### config.mk
export PLATFORM = sky130hd
export DESIGN_NAME = riscv_test_monitor
export DESIGN_NICKNAME = d
export VERILOG_FILES = /design/src/rtl/riscv_test_monitor.sv
export SDC_FILE = /design/constraint.sdc
export NUM_CORES = 1
export LEC_CHECK = 0
export CAP_MARGIN = 20
export CELL_PAD_IN_SITES_DETAIL_PLACEMENT = 0
export CELL_PAD_IN_SITES_GLOBAL_PLACEMENT = 2
export CORE_AREA = 2 2 142 144
export CTS_CLUSTER_SIZE = 16
export DETAILED_ROUTE_END_ITERATION = 12
export DIE_AREA = 0 0 144 146
export HOLD_SLACK_MARGIN = 0.1
export PLACE_DENSITY = 0.88
export SYNTH_ARGS = -nofsm -noshare
export SYNTH_HDL_FRONTEND = slang
export SYNTH_SLANG_ARGS = --single-unit
### constraint.sdc
create_clock -name clk -period 3 [get_ports clk]
set_clock_uncertainty 0.15 [all_clocks]
set_input_delay 0.45 -clock clk [delete_from_list [all_inputs] [get_ports clk]]
set_output_delay 0.45 -clock clk [all_outputs]
set_load 0.005 [all_outputs]
### src/rtl/riscv_test_monitor.sv
// riscv_test_monitor
//
// Pass/fail/timeout monitor for riscv-tests runs. It sits beside the core and
// watches three things: the executing PC, the gp (x3) register and
// data-memory stores. From these it decides the outcome of the run:
//   - end-PC match : at PASS_PC, gp==1 means PASS, anything else means FAIL
//   - tohost store : a non-zero store to TOHOST_ADDR; 1 means PASS, else FAIL
//   - watchdog     : TIMEOUT cycles in RUN with no decision means TIMEOUT
// Terminal results are sticky. Only rst or clear leaves them, so a host or LED
// readout can sample them at leisure.
//
// Ports
//   clk        in   1        clock, rising edge
//   rst        in   1        asynchronous, active-high reset
//   en         in   1        start monitoring (level, sampled in IDLE only)
//   clear      in   1        synchronous return to IDLE, clears all results
//   pc_valid   in   1        pc holds a valid executing instruction
//   pc         in   XLEN     current PC
//   gp         in   XLEN     current x3 value
//   mem_we     in   1        data-memory store strobe
//   mem_addr   in   XLEN     store address
//   mem_wdata  in   XLEN     store data
//   done       out  1        high in PASS, FAIL or TIMEOUT
//   passed     out  1        high in PASS
//   failed     out  1        high in FAIL
//   timed_out  out  1        high in TIMEOUT
//   fail_code  out  XLEN-1   failing test number (code >> 1), 0 unless FAIL
//   result_vld out  1        one-cycle pulse on the first terminal cycle
//   cycles     out  CNT_W    cycles spent in RUN, saturating
//
// Interface semantics: there is no valid/ready handshake here. pc_valid and
// mem_we are plain qualifiers for the same-cycle pc and mem_* buses; there is
// no back-pressure, and every qualified cycle is observed. result_vld acts as
// a valid-only strobe that needs no acknowledge; the level outputs stay put.
//
// TIMEOUT - 1 must be representable in CNT_W bits.

module riscv_test_monitor #(
  parameter int              XLEN        = 32,
  parameter int              MODE        = 2,
  parameter logic [XLEN-1:0] PASS_PC     = 32'h0000_0044,
  parameter logic [XLEN-1:0] TOHOST_ADDR = 32'h0000_1000,
  parameter int              TIMEOUT     = 5000,
  parameter int              CNT_W       = 32
) (
  input  logic             clk,
  input  logic             rst,
  input  logic             en,
  input  logic             clear,
  input  logic             pc_valid,
  input  logic [XLEN-1:0]  pc,
  input  logic [XLEN-1:0]  gp,
  input  logic             mem_we,
  input  logic [XLEN-1:0]  mem_addr,
  input  logic [XLEN-1:0]  mem_wdata,
  output logic             done,
  output logic             passed,
  output logic             failed,
  output logic             timed_out,
  output logic [XLEN-2:0]  fail_code,
  output logic             result_vld,
  output logic [CNT_W-1:0] cycles
);

  typedef enum logic [2:0] {
    S_IDLE = 3'd0,
    S_RUN  = 3'd1,
    S_PASS = 3'd2,
    S_FAIL = 3'd3,
    S_TMO  = 3'd4
  } state_t;

  localparam logic [XLEN-1:0]  CODE_PASS = XLEN'(1);
  localparam logic [CNT_W-1:0] TMO_LAST  = CNT_W'(TIMEOUT - 1);
  localparam logic             USE_PC    = (MODE != 1);
  localparam logic             USE_TH    = (MODE != 0);

  state_t           state_q, state_d;
  logic [CNT_W-1:0] cycles_q, cycles_d;
  logic [XLEN-2:0]  fail_code_q, fail_code_d;
  logic             vld_q, vld_d;

  // Per-cycle event detection; only meaningful while in RUN.
  logic             pc_ev;
  logic             th_ev;
  logic             to_ev;
  logic [CNT_W-1:0] cycles_inc;

  always_comb begin
    pc_ev = USE_PC && pc_valid && (pc == PASS_PC);
    // A tohost store of zero carries no result and is ignored.
    th_ev = USE_TH && mem_we && (mem_addr == TOHOST_ADDR) && (mem_wdata != '0);
    to_ev = (cycles_q == TMO_LAST);
    // Saturate at all-ones rather than wrap.
    cycles_inc = (&cycles_q) ? cycles_q : cycles_q + CNT_W'(1);
  end

  // Next-state logic. Priority: clear > tohost > end-PC > watchdog.
  always_comb begin
    state_d     = state_q;
    cycles_d    = cycles_q;
    fail_code_d = fail_code_q;
    vld_d       = 1'b0;

    if (clear) begin
      state_d     = S_IDLE;
      cycles_d    = '0;
      fail_code_d = '0;
    end else begin
      case (state_q)
        S_IDLE: begin
          if (en) begin
            state_d  = S_RUN;
            cycles_d = '0;
          end
        end

        S_RUN: begin
          // The deciding cycle is still counted, so a terminal cycles value
          // equals the event cycle index + 1; afterwards it stays frozen.
          cycles_d = cycles_inc;
          if (th_ev) begin
            vld_d = 1'b1;
            if (mem_wdata == CODE_PASS) begin
              state_d = S_PASS;
            end else begin
              state_d     = S_FAIL;
              fail_code_d = mem_wdata[XLEN-1:1];
            end
          end else if (pc_ev) begin
            vld_d = 1'b1;
            if (gp == CODE_PASS) begin
              state_d = S_PASS;
            end else begin
              state_d     = S_FAIL;
              fail_code_d = gp[XLEN-1:1];
            end
          end else if (to_ev) begin
            vld_d   = 1'b1;
            state_d = S_TMO;
          end
        end

        // Terminal states are sticky; only clear or rst leaves them.
        S_PASS, S_FAIL, S_TMO: begin
          state_d = state_q;
        end

        default: begin
          state_d     = S_IDLE;
          cycles_d    = '0;
          fail_code_d = '0;
        end
      endcase
    end
  end

  always_ff @(posedge clk or posedge rst) begin
    if (rst) begin
      state_q     <= S_IDLE;
      cycles_q    <= '0;
      fail_code_q <= '0;
      vld_q       <= 1'b0;
    end else begin
      state_q     <= state_d;
      cycles_q    <= cycles_d;
      fail_code_q <= fail_code_d;
      vld_q       <= vld_d;
    end
  end

  // Level outputs are decoded straight from the state register.
  always_comb begin
    passed     = (state_q == S_PASS);
    failed     = (state_q == S_FAIL);
    timed_out  = (state_q == S_TMO);
    done       = passed || failed || timed_out;
    fail_code  = fail_code_q;
    result_vld = vld_q;
    cycles     = cycles_q;
  end

endmodule
==> summary.md <==
| Metric | Value |
|---|---|
| Total Neg Setup Slack | `0 ns` |
| Ys Warns | `0` |
| Post-synthesis mux area share | `7.57%` |
| CORE AREA | `between 15000 and 20000 µm²` |
| Synthesized area per cell | `roughly 8.5 µm²` |
| # rows | `51` |
| Number of nets with antenna violations after routing | `0` |
| Max capacitance violation total | `0` |
| Area share of fa/ha/maj cells after synthesis | `0.286%` |
| Post-CTS resize count | `0` |
| Area leader, netlist | `dfrtp_1` |
| Max Freq | `386 MHz` |
| CTS tree | `done` |
| Worst Hold Class | `input port to asynchronous set/reset pin` |
| Starting Density | `between 20% and 30%` |
| Max Root-Sink Buffers | `2` |
| Largest family of logic cells by synthesized area | `simple AND/OR/NAND/NOR gates` |
| Final Non-Filler Cells | `984` |
| Post-Place Cells | `968` |
| CTS root buf | `clkbuf_16` |
| Status | `complete, no violations` |
| Drt initial violations | `about 450` |
| EDFF count, synth | `0` |
| Residual DRC | `0` |
| Max_slew headroom | `64.0%` |
| Total Wirelength | `approximately 17000 µm` |
| Synth cell types | `47` |
| I/O Pins | `202` |
| Share of cells above drive strength 1 | `6.40%` |
| Via count of the first global-routing pass | `~4700` |
| Commonest non-fill, non-tap cell in the layout | `clkdlybuf4s50_1` |
| Pleak | `~0.0027 µW` |
| Die Area | `about 21000 µm²` |
| Async SR Flop Fraction | `100%` |
| Nets | `849` |
| First-pass GRT wire length | `approximately 27000 µm` |
| Critical path type | `input port to register` |
| Top-area cell type share of the netlist area | `about two fifths` |
| R2r worst-path depth | `6` |
| Final setup fails | `0` |
| PwrDens | `approximately 360 nW/µm²` |
| DIE WIDTH | `144 µm` |
| Routability cong. | `0.822` |
| Via density | `4.89` |
| Commonest cells after routing, fill and taps aside | `201 x clkdlybuf4s50_1, 67 x dfrtp_1, 56 x o21ai_0` |
| Required @ worst endpoint | `~3.1 ns` |
| Largest net degree at the start of global routing | `47` |
| CP arrival | `2.70 ns` |
| Setup repair bufs after CTS | `0` |
| Synth Area in Simple Gates | `26.0%` |
| # diodes | `0` |
| Hold_buf cts | `0` |
| Vias | `4816` |
| Register area share after synthesis | `roughly two fifths` |
| Hold Vio Cnt, Final | `0` |
| Fin crit share | `86.4%` |
| Critical path startpoint category | `input port` |
| Crit. End Element | `register` |
| Slew Limit Fails | `0` |
| TritonCTS Sinks | `67` |
| XOR/XNOR Fraction of Synth Area | `1.60%` |
| Pre-antenna DRT Iters | `5` |
| Total gr overflow | `0` |
| Total Routing Usage GR | `16.1%` |
| Synth-to-Final Area Change | `61.7%` |
| Synth Register Bits | `67` |
| VDD IR max | `0.239 mV` |
| Post-synthesis compound-gate area fraction | `~19%` |
| Predominant post-synthesis flop cell | `dfrtp_1` |
| WL per Instance | `between 15 and 20 µm` |
| DPL Wire Length | `12900 µm` |
| Post-Syn Instances | `515` |
| Antenna violations before repair | `0` |
| Ranking of synthesized cells by area | `dfrtp_1 38%, mux2i_1 7.3%, o21ai_0 6.4%` |
| RSZ-0062 raised after global routing | `false` |
| Slew @ Worst Pin | `0.540 ns` |
| Net count of the mapped netlist | `between 600 and 700` |
| Die height | `~150 µm` |
| Worst-path fanout max | `16` |
| Netlist Area Pre-Place | `4380 µm²` |
| Num CTS Buffers | `9` |
| Worst skew pair latency | `0.34 ns` |
| H-tree levels | `3` |
| Post-layout min period | `roughly 2.6 ns` |
| Port bufs | `201` |
| Clk slew on worst S/H paths | `0.06 ns` |
-- power breakdown --
| group | leakage (µW) | internal [µW] | total, µW | switching [µW] |
|---|---|---|---|---|
| clock | 0.000141 | 666 | 1050 | 383 |
| sequential | 0.000916 | 950 | 986 | 36.4 |
| combinational | 0.00167 | 314 | 509 | 195 |
| total | 0.00273 | 1930 | 2540 | 615 |
-- cell families after synthesis --
group	after synthesis
buf+inv	71
xor+xnor	8
compound gates	134
fa+ha+maj	1
mux	33
flops	67
simple gates	201
-- state kept, by name (all words and copies together), names as in the netlist --
signal / flops
cycles: 32
fail_code: 31
result_vld: 1
state_q: 3
-- path summary, 6_finish.rpt --
check	slack, ns	endpoint	startpoint
setup / recovery	0.41	fail_code[4]	mem_addr[31]
hold / removal	0.33	cycles[9]	rst
setup reg to reg	0.50	cycles[26]	cycles[1]
hold reg to reg	0.37	fail_code[1]	fail_code[1]
max in group asynchronous	1.72	fail_code[20]	rst
min in group clk	0.37	fail_code[1]	fail_code[1]
-- per-stage QoR --
| step | area, µm² | util, % | setup slack [ns] | total power, µW | hold WS [ns] |
|---|---|---|---|---|---|
| final | 7080 | 36.6 | 0.408 | 2540 | 0.329 |
| after global routing | 7080 | 36.6 | 0.159 | 2670 | 0.371 |
| after CTS | 7080 | 36.6 | 0.352 | 2580 | 0.339 |
| after detailed placement | 6790 | 35.1 | 0.00181 | 1520 | 0.360 |
| after global placement | 6790 | 35.1 | 0.00181 | 1510 | 0.355 |
| after floorplan | 4380 | - | 0.676 | 1160 | 0.360 |
-- Yosys cell counts, drive strengths merged, types with 2 or more instances --
library cell  count
dfrtp            67
o21ai            57
nand3            47
inv              35
a21o             33
mux2i            32
nor2             29
nor4             29
clkbuf           24
nand4            20
nand2            19
a21oi            16
and3             13
buf              12
nor4b            11
a31oi             9
nor3              8
or4               7
and4              6
xnor2             6
and2              4
o211ai            3
o21a              3
o31ai             3
or3               3
a2111oi           2
a41oi             2
nor2b             2
xor2              2
-- cell type report --
cell class | instances | area, µm²
inverters | 35 | 131
flip-flops and latches | 67 | 1680
fillers | 2003 | 12300
well taps | 265 | 332
multi-input cells | 377 | 2420
repair buffers | 224 | 2230
clock inverters | 2 | 35.0
clock buffers | 14 | 254
-- critical path: stages --
cell and delay, ns:
clkdlybuf4s50_1 0.42, nor4b_1 0.30, nand4_1 0.22, nor4_4 0.43, nand2_1 0.17, a31oi_4 0.29, buf_12 0.21, mux2i_1 0.20
-- metal layers --
layer / routed length, µm / vias to the layer above / global-route usage, %
li1: - / 2313 / -
met1: 7400 / 2311 / 21.7
met2: 7840 / 172 / 25.9
met3: 1010 / 20 / 3.29
met4: 276 / 0 / 4.95
met5: 0 / - / 0
No activity file was read; power rests on OpenSTA's default activity.
